File: src/rtl/mem_arb_pkg.sv
//------------------------------------------------------------------------------
// Module  : mem_arb_pkg
// Brief   : Shared types and helpers for the block-RAM arbiter.
// Revision: 1.0 - initial release
//------------------------------------------------------------------------------
`default_nettype none

package mem_arb_pkg;

   typedef enum logic [0:0] {
      IDLE = 1'b0,
      BUSY = 1'b1
   } state_t;

   localparam int BLK_BYTES = 16;

   // Index width that never collapses to zero for tiny channel counts.
   function automatic int clog2_min1(input int n);
      return (n <= 1) ? 1 : $clog2(n);
   endfunction

endpackage

`default_nettype wire

File: src/rtl/mem_block_arbiter_rr_picker.sv
//------------------------------------------------------------------------------
// Module  : rr_picker
// Brief   : Combinational first-valid picker starting at ptr (mode=1: from 0).
// Revision: 1.0 - initial release
//------------------------------------------------------------------------------
`default_nettype none

module rr_picker #(
   parameter int NUM_CH = 3,
   parameter int PW     = 2
) (
   input  logic [NUM_CH-1:0] valid,
   input  logic [PW-1:0]     ptr,
   input  logic              mode,
   output logic              found,
   output logic [PW-1:0]     idx
);

   logic [PW-1:0]     w_base;
   logic [NUM_CH-1:0] w_rot;
   logic [PW:0]       w_sum;

   // Doubling the vector lets a plain shift act as a rotate for any NUM_CH.
   always_comb begin
      w_base = mode ? '0 : ptr;
      w_rot  = NUM_CH'({valid, valid} >> w_base);
      found  = 1'b0;
      idx    = '0;
      w_sum  = '0;
      for (int k = NUM_CH - 1; k >= 0; k--) begin
         if (w_rot[k]) begin
            found = 1'b1;
            w_sum = {1'b0, w_base} + (PW+1)'(k);
            if (w_sum >= (PW+1)'(NUM_CH)) begin
               w_sum = w_sum - (PW+1)'(NUM_CH);
            end
            idx = w_sum[PW-1:0];
         end
      end
   end

endmodule

`default_nettype wire

File: src/rtl/mem_block_arbiter.sv
//------------------------------------------------------------------------------
// Module  : mem_block_arbiter
// Brief   : N-channel arbiter sharing one block-wide slow-RAM port.
// Revision: 1.0 - initial release
//------------------------------------------------------------------------------
`default_nettype none

module mem_block_arbiter
   import mem_arb_pkg::*;
#(
   parameter int NUM_CH    = 3,
   parameter int ADDR_W    = 32,
   parameter int BLK_W     = 128,
   parameter int PRIO_MODE = 0,
   parameter int TIMEOUT   = 255
) (
   input  logic                       CLK,
   input  logic                       RESET_N,
   input  logic [NUM_CH-1:0]          req_valid,
   input  logic [NUM_CH-1:0]          req_we,
   input  logic [NUM_CH-1:0]          req_lock,
   input  logic [NUM_CH*ADDR_W-1:0]   req_addr,
   input  logic [NUM_CH*BLK_W-1:0]    req_din,
   output logic [BLK_W-1:0]           req_dout,
   output logic [NUM_CH-1:0]          req_done,
   output logic [NUM_CH-1:0]          req_err,
   output logic [NUM_CH-1:0]          req_hold,
   output logic                       ram_en,
   output logic                       ram_we,
   output logic [ADDR_W-1:0]          ram_addr,
   output logic [BLK_W-1:0]           ram_din,
   input  logic [BLK_W-1:0]           ram_dout,
   input  logic                       ram_ack,
   output logic [clog2_min1(NUM_CH)-1:0] grant_id
);

   localparam int GW = clog2_min1(NUM_CH);
   localparam int CW = clog2_min1(TIMEOUT + 1);
   localparam logic [CW-1:0] C_CNT_LAST = CW'((TIMEOUT > 0) ? TIMEOUT - 1 : 0);

   state_t          r_state;
   logic [GW-1:0]   r_ptr;
   logic            r_lock_vld;
   logic [GW-1:0]   r_lock_id;
   logic [CW-1:0]   r_cnt;

   logic            w_pick_found;
   logic [GW-1:0]   w_pick_idx;
   logic            w_lock_hit;
   logic            w_win;
   logic [GW-1:0]   w_win_idx;
   logic [GW-1:0]   w_next_ptr;
   logic            w_timeout;

   rr_picker #(
      .NUM_CH (NUM_CH),
      .PW     (GW)
   ) u_picker (
      .valid  (req_valid),
      .ptr    (r_ptr),
      .mode   (PRIO_MODE != 0),
      .found  (w_pick_found),
      .idx    (w_pick_idx)
   );

   assign w_lock_hit = r_lock_vld & req_valid[r_lock_id];
   assign w_win      = w_lock_hit | w_pick_found;
   assign w_win_idx  = w_lock_hit ? r_lock_id : w_pick_idx;
   assign w_next_ptr = (grant_id == GW'(NUM_CH - 1)) ? '0 : grant_id + 1'b1;
   assign w_timeout  = (TIMEOUT != 0) && (r_cnt == C_CNT_LAST);
   assign req_hold   = req_valid & ~req_done & ~req_err;

   always_ff @(posedge CLK or negedge RESET_N) begin
      if (!RESET_N) begin
         r_state    <= IDLE;
         r_ptr      <= '0;
         r_lock_vld <= 1'b0;
         r_lock_id  <= '0;
         r_cnt      <= '0;
         ram_en     <= 1'b0;
         ram_we     <= 1'b0;
         ram_addr   <= '0;
         ram_din    <= '0;
         req_dout   <= '0;
         req_done   <= '0;
         req_err    <= '0;
         grant_id   <= '0;
      end else begin
         req_done <= '0;
         req_err  <= '0;
         case (r_state)
            IDLE: begin
               // An owner that stops requesting gives the bus back.
               if (r_lock_vld && !req_valid[r_lock_id]) begin
                  r_lock_vld <= 1'b0;
               end
               if (w_win) begin
                  ram_en   <= 1'b1;
                  ram_we   <= req_we[w_win_idx];
                  ram_addr <= req_addr[w_win_idx*ADDR_W +: ADDR_W];
                  ram_din  <= req_din[w_win_idx*BLK_W +: BLK_W];
                  grant_id <= w_win_idx;
                  r_cnt    <= '0;
                  r_state  <= BUSY;
               end
            end
            BUSY: begin
               r_cnt <= r_cnt + 1'b1;
               if (ram_ack) begin
                  ram_en <= 1'b0;
                  if (!ram_we) begin
                     req_dout <= ram_dout;
                  end
                  req_done[grant_id] <= 1'b1;
                  r_ptr      <= w_next_ptr;
                  r_lock_vld <= req_lock[grant_id];
                  r_lock_id  <= grant_id;
                  r_cnt      <= '0;
                  r_state    <= IDLE;
               end else if (w_timeout) begin
                  ram_en            <= 1'b0;
                  req_err[grant_id] <= 1'b1;
                  r_ptr             <= w_next_ptr;
                  r_lock_vld        <= 1'b0;
                  r_cnt             <= '0;
                  r_state           <= IDLE;
               end
            end
            default: r_state <= IDLE;
         endcase
      end
   end

endmodule

`default_nettype wire

File: config.mk
export PLATFORM = sky130hd
export DESIGN_NAME = mem_block_arbiter
export DESIGN_NICKNAME = d
export VERILOG_FILES = /design/src/rtl/mem_arb_pkg.sv /design/src/rtl/mem_block_arbiter_rr_picker.sv /design/src/rtl/mem_block_arbiter.sv
export SDC_FILE = /design/constraint.sdc
export NUM_CORES = 1
export LEC_CHECK = 0
export BUFFER_PORTS_ARGS = -buffer_cell sky130_fd_sc_hd__buf_2
export CAP_MARGIN = 20
export CORE_AREA = 3 3 359 361
export CTS_CLUSTER_DIAMETER = 50
export CTS_CLUSTER_SIZE = 30
export DETAILED_ROUTE_END_ITERATION = 7
export DIE_AREA = 0 0 362 364
export PLACE_DENSITY_LB_ADDON = 0.12
export SLEW_MARGIN = 20
export SYNTH_ARGS = -nofsm -noshare
export SYNTH_HDL_FRONTEND = slang
export SYNTH_HIERARCHICAL = 1
export SYNTH_SLANG_ARGS = --single-unit
File: constraint.sdc
create_clock -name CLK -period 3 [get_ports CLK]
set_clock_uncertainty 0.05 [all_clocks]
set_input_delay 0.45 -clock CLK [delete_from_list [all_inputs] [get_ports CLK]]
set_output_delay 0.45 -clock CLK [all_outputs]
set_load 0.03 [all_outputs]
# [Word-level counts from Yosys, hierarchy flattened]
# Cells that the tools add are included.
[classes] bitwise_logic=8 reduce_logical=10 n_eq_ne=5 muxes=41 n_shift=3 addsub=7 order_cmp=7
[ops] operator="$shiftx A384 B10 Y128" count=1
[ops] operator="$shiftx A96 B8 Y32" count=1
[ops] operator="$mux W8" count=3
[ops] operator="$mux W2" count=10
[ops] operator="$pmux W8 S2" count=1
[ops] operator="$mux W1" count=15
[ops] operator="$mux W3" count=5
[ops] operator="$reduce_and A2 Y1" count=5
[ops] operator="$lt A2 B3 Y1 const B" count=3
[ops] operator="$add A8 B1 Y8 const B" count=1
[ops] operator="$eq A8 B8 Y1 const B" count=1
[ops] operator="$and A3 B3 Y3" count=2
[ops] operator="$bmux W1 S2" count=3
[ops] operator="$ge A3 B2 Y1 const B" count=2
[ops] operator="$not A3 Y3" count=2
[ops] operator="$pmux W1 S2" count=3
[ops] operator="$shr A6 B2 Y3" count=1
[ops] operator="$sub A2 B2 Y2 const B" count=3
[ops] operator="$ne A2 B2 Y1 const B" count=2
[ops] operator="$add A2 B1 Y3 const B" count=1
[ops] operator="$add A2 B2 Y3 const B" count=1
[ops] operator="$ne A3 B2 Y1 const B" count=1
[ops] operator="$reduce_and A3 Y1" count=1
[ops] operator="$add A2 B1 Y2 const B" count=1
[ops] operator="10 further kinds" count=12
[word_totals] word_cells=94 register_bits=312 output_inout_bits=301 inputBits=620

# [Logic depth before layout (Yosys ltp)]
[depth] ltp_word=9 depth_mapped=12 depth_no_buf=10

# [Hierarchy]
# The synthesis kept the hierarchy.
[modules_own_cells] module="mem_block_arbiter" seq_area_each_um2=7807.5 area_per_inst_um2=14532.7 n_inst=1 cells_each=1282
[modules_own_cells] module="rr_picker" seq_area_each_um2=0.0 area_per_inst_um2=187.7 n_inst=1 cells_each=25

# [Least setup slack after synthesis]
# OpenSTA, ideal clock, no wires.
[synth_path] kind="register to register" start="reg r_ptr[1]" end="reg ram_addr[24]" synth_period_minus_slack_ns=2.475 required_time_ns=2.863 slack_ns=0.525 arrival_ns=2.338 path_stages_with_launch=13 cell_sequence="dfrtp_1 -> or2b_1 -> ha_1 -> o221ai_1 -> o311a_1 -> o21ai_1 -> nand2b_1 -> or3_1 -> o221ai_2 -> buf_2 -> buf_2 -> nand3_1 -> o211ai_1"
[synth_between] elab_chain_len=8
[synth_lines] element="from (decl)" line="mem_block_arbiter.sv:42" rtl="logic [GW-1:0] r_ptr;"
[synth_lines] element="from (signal assigned)" line="mem_block_arbiter.sv:115" rtl="r_ptr <= w_next_ptr;"
[synth_lines] element="from (signal assigned)" line="mem_block_arbiter.sv:123" rtl="r_ptr <= w_next_ptr;"
[synth_lines] element="$add A2 B2 Y3" line="mem_block_arbiter_rr_picker.sv:33" rtl="w_sum = {1'b0, w_base} + (PW+1)'(k);"
[synth_lines] element="$ge A3 B2 Y1 / $sub A2 B2 Y2 (equally long branches)" line="mem_block_arbiter_rr_picker.sv:34, mem_block_arbiter_rr_picker.sv:35"
[synth_lines] element="$mux W2" line="mem_block_arbiter_rr_picker.sv:34" rtl="if (w_sum >= (PW+1)'(NUM_CH)) begin"
[synth_lines] element="$mux W2 (2 in series)" line="mem_block_arbiter_rr_picker.sv:31" rtl="if (w_rot[k]) begin"
[synth_lines] element="$mux W2 (*)" line="mem_block_arbiter_rr_picker.sv:31"
[synth_lines] element="via w_pick_idx[1]" line="mem_block_arbiter.sv:48" rtl="logic [GW-1:0] w_pick_idx;"
[synth_lines] element="$mux W2 (*)" line="mem_block_arbiter.sv:68" rtl="assign w_win_idx = w_lock_hit ? r_lock_id : w_pick_idx;"
[synth_lines] element="$shiftx A96 B8 Y32 (*)" line="mem_block_arbiter.sv:100" rtl="ram_addr <= req_addr[w_win_idx*ADDR_W +: ADDR_W];"
[synth_lines] element="to (signal assigned)" line="mem_block_arbiter.sv:100"
[synth_lines] element="to (decl)" line="mem_block_arbiter.sv:30" rtl="output logic [ADDR_W-1:0] ram_addr,"
# The timed path passes the listed nets; every way through them passes the cells marked *.
# A chain may end at the register's enable or synchronous reset.

# [Final worst setup path]
[layout_path] start="reg r_ptr[0]" end="reg ram_din[20]"
[layout_between] elab_chain_len=8
[layout_lines] element="$add A2 B2 Y3" line="mem_block_arbiter_rr_picker.sv:33"
[layout_lines] element="$ge A3 B2 Y1 / $sub A2 B2 Y2 (equally long branches)" line="mem_block_arbiter_rr_picker.sv:34, mem_block_arbiter_rr_picker.sv:35"
[layout_lines] element="$mux W2" line="mem_block_arbiter_rr_picker.sv:34"
[layout_lines] element="$mux W2 (2 in series)" line="mem_block_arbiter_rr_picker.sv:31"
[layout_lines] element="$mux W2 (*)" line="mem_block_arbiter_rr_picker.sv:31"
[layout_lines] element="via w_pick_idx[0]" line="mem_block_arbiter.sv:48"
[layout_lines] element="$mux W2 (*)" line="mem_block_arbiter.sv:68"
[layout_lines] element="$shiftx A384 B10 Y128 (*)" line="mem_block_arbiter.sv:101" rtl="ram_din <= req_din[w_win_idx*BLK_W +: BLK_W];"
[layout_lines] element="to (signal assigned)" line="mem_block_arbiter.sv:101"
[layout_lines] element="to (decl)" line="mem_block_arbiter.sv:31" rtl="output logic [BLK_W-1:0] ram_din,"
# Marks and branches as above.

==> flow_summary.ini <==
[critical_path]
start_kind = flop
setup.worst_path.class = reg2reg
cp.arrival_ps = 3270
endpoint_kind = flop
timing.critical_path.required_ps = 3460
cp_max_fo = 18

[global_route]
grt_start_max_net_pins = 72
grt-ovfl-total = 0
global_route_wire_length_before_repair_um = 117000
global_route.usage.total_pct = 12.0
grt_pass1_vias = 17560
grt_antenna_before_repair = 41

[routing]
detail_route.wl_per_cell_um = 19.4
post_drt_via_cell_ratio = 3.67
routed_wirelength_um = 83800
drt_drc_violations_left = 0
postRouteAntennaNets = 0
number_of_iterations_in_the_first_detailed_routing_pass = 5
first_iter_violations = 599
via_count = 15813

[logic_synthesis]
share_of_synthesized_area_occupied_by_flip_flops_and_latches_pct = 53.0
post_synth_inst_count = 1307
synthesis.yosys.warnings = 6
edff_count_synth = 0
ys_types = 48
ys_seq_elements = 312
dominantRegCellSynth = dfrtp_1
async_reset_ff_share_pct = 100
synth.avg_cell_area_um2 = 11.3
netlist_area_before_placement_mm2 = 0.0147

[sta]
post-route-min-period_ps = 2810
final-max-slew-violation-count = 0
timing_worst_slew_pin_value_ps = 792
final_critical_path_share_of_the_clock_period_pct = 93.8
final-setup-viol-count = 0
worst_slew_margin_rel_pct = 46.6
timing.final.hold_violations = 0
fin_ws_ps = 187
timing.fmax_mhz = 355

[clock_tree]
clock_path_buffers = 3
clock-root-buffer = clkbuf_16
clock_sink_count = 312
clock_tree.htree_level_count = 3
tritoncts.num_buffers = 67
cts_tree = yes
clock_latency_ps = 640
worst_setup_hold_path_clk_slew_ps = 50

[cells_and_area]
final_instance_count_excl_fillers = 4308
drive_gt1_share_pct = 48.1
stdcell_area_mm2 = 0.0274
register_area_mm2 = 0.00781
multi_input_comb_area_mm2 = 0.00649
nets = 3220
layout.filler_cells = 13879
layout-area-overhead-vs-synth_pct = 86.4

[power]
p_total_mw = 31.7
power_density_mw_per_mm2 = 1160
leakage_nw = 12.7
irDropWorstVdd_mv = 0.576

[place]
place.port_buffers = 920
placement.setup.worst_slack_ps = 62.6
post_dp_cell_area_mm2 = 0.0219
gpl.final_weighted_congestion = 0.771
place.detailed.hpwl_um = 65600
place_inst = 3868

[floorplanning]
start_util_pct = 11.7
fp.dieH_um = 364
die_width_um = 362
placement_rows = 130
die_area_mm2 = 0.132
fp.coreArea_mm2 = 0.126
io_pins = 921

[job]
timing.max_cap.violations = 0

[min_path]
hold_class = in2reg

[status]
status = finished clean
[final timing paths]
check                      cells after the start           end    startpoint  slack [ps]
setup reg to reg                              12   ram_din[20]      r_ptr[0]         190
min in group asynchronous                      2  req_dout[53]       RESET_N         380
max in group asynchronous                      4      r_cnt[6]       RESET_N        1540
hold reg to reg                                1      r_cnt[7]      r_cnt[7]         430
hold / removal                                 3  ram_din[102]  req_din[102]          80
setup / recovery                              12   ram_din[20]      r_ptr[0]         190
[area by class of cell]
type / count / area share (%)
Antenna cell: 10 / 0.0912
Clock buffer: 77 / 6.43
Clock inverter: 43 / 2.02
Inverter: 6 / 0.0821
Multi-Input combinational cell: 893 / 23.7
Sequential cell: 312 / 28.5
Tap cell: 1650 / 7.52
Timing Repair Buffer: 1317 / 31.7
[cells in the mapped netlist (all sizes together), types with 2 or more instances]
| master | n | area [um^2] |
|---|---|---|
| o21a | 2 | 15.0 |
| dfrtp | 312 | 7810 |
| inv | 6 | 22.5 |
| o221ai | 3 | 38.8 |
| mux2i | 164 | 1640 |
| ha | 3 | 37.5 |
| nor3 | 3 | 15.0 |
| a21oi | 6 | 30.0 |
| buf | 70 | 368 |
| nor3b | 3 | 22.5 |
| o22a | 2 | 17.5 |
| o21ai | 16 | 80.1 |
| a21boi | 2 | 15.0 |
| a22oi | 2 | 20.0 |
| nand3 | 165 | 826 |
| nand3b | 2 | 15.0 |
| nand2 | 177 | 667 |
| or3 | 2 | 12.5 |
| mux2 | 131 | 1480 |
| nand2b | 8 | 50.1 |
| clkbuf | 33 | 124 |
| nor2b | 7 | 46.3 |
| o211ai | 161 | 1210 |
| nor2 | 10 | 37.5 |
| o31ai | 3 | 22.5 |
[report_power, final]
| part | internal [mW] | total [mW] | switching (mW) |
|---|---|---|---|
| Sequential | 6.30 | 7.47 | 1.17 |
| Combinational | 6.00 | 16.5 | 10.5 |
| Clock | 4.97 | 7.69 | 2.72 |
| Total | 17.3 | 31.7 | 14.4 |
[registers in the layout, indices dropped and copies added (netlist names)]
signal and count:
grant_id 2, ram_addr 32, ram_en 1, ram_din 128, req_dout 128, r_lock_id 2, req_err 3, r_state 1
r_cnt 8, r_lock_vld 1, ram_we 1, r_ptr 2, req_done 3
[worst max-delay path, cell delays in order (launching register included)]
cell	delay [ps]
dfrtp_2	440
nand2b_1	190
a21oi_2	190
o22a_1	200
mux2i_2	280
nor2_1	110
o21ai_4	180
buf_12	150
buf_12	160
buf_12	200
mux2i_2	260
buf_4	150
o211ai_1	70
[metal layers]
| metal | track usage (%) | part of all wire [%] | vias to the layer above |
|---|---|---|---|
| li1 | - | - | 7366 |
| met1 | 13.5 | 40 | 7592 |
| met2 | 20.8 | 50 | 676 |
| met3 | 4.49 | 7.8 | 155 |
| met4 | 4.48 | 2.7 | 24 |
| met5 | 0 | 0.21 | - |
[metrics by stage]
step,utilization (%),hold WS (ps),TNS [ps]
3_3_place_gp,17.4,426,-22.2
6_report,21.8,83.6,0
2_1_floorplan,-,104,0
4_1_cts,21.7,0.550,0
5_1_grt,21.8,41.7,-8.06
3_5_place_dp,17.4,428,0
[layout by cell type (no fill, tap or decap), types with 6 or more instances in the layout]
master / synthesis / routed
buf_2: 48 / 919
dfrtp_1: 312 / 310
dlygate4sd3_1: 0 / 305
nand2_1: 176 / 176
nand3_1: 165 / 165
mux2i_1: 164 / 161
o211ai_1: 161 / 161
mux2_2: 131 / 131
clkbuf_16: 0 / 70
buf_4: 10 / 65
buf_12: 0 / 22
o21ai_0: 14 / 13
diode_2: 0 / 10
nor2_1: 10 / 10
clkinvlp_4: 0 / 10
nand2b_1: 8 / 8
clkinv_2: 0 / 8
clkinv_4: 0 / 8
bufinv_16: 0 / 8
conb_1: 1 / 8
inv_1: 6 / 6
nor2b_1: 6 / 6
[cell families (layout without fill, tap and decap cells)]
kind of cell / after synthesis / count (layout) / synth area share, %
other: 1 / 18 / 0.0255
buffers and inverters: 109 / 1443 / 3.49
flip-flops: 312 / 312 / 53.0
multiplexers: 295 / 295 / 21.2
AND/OR/NAND/NOR: 384 / 384 / 11.8
AO/OA/AOI/OAI: 203 / 203 / 10.2
adder cells (fa/ha/maj): 3 / 3 / 0.255
[repair_timing]
action                     4_1_cts  5_1_grt
gates resized for setup          0        8
buffers inserted                 0        2
setup endpoints to repair        0      105
hold buffers                   305        0
hold endpoints to repair       344        0
Power figures use the tool's default switching activity.
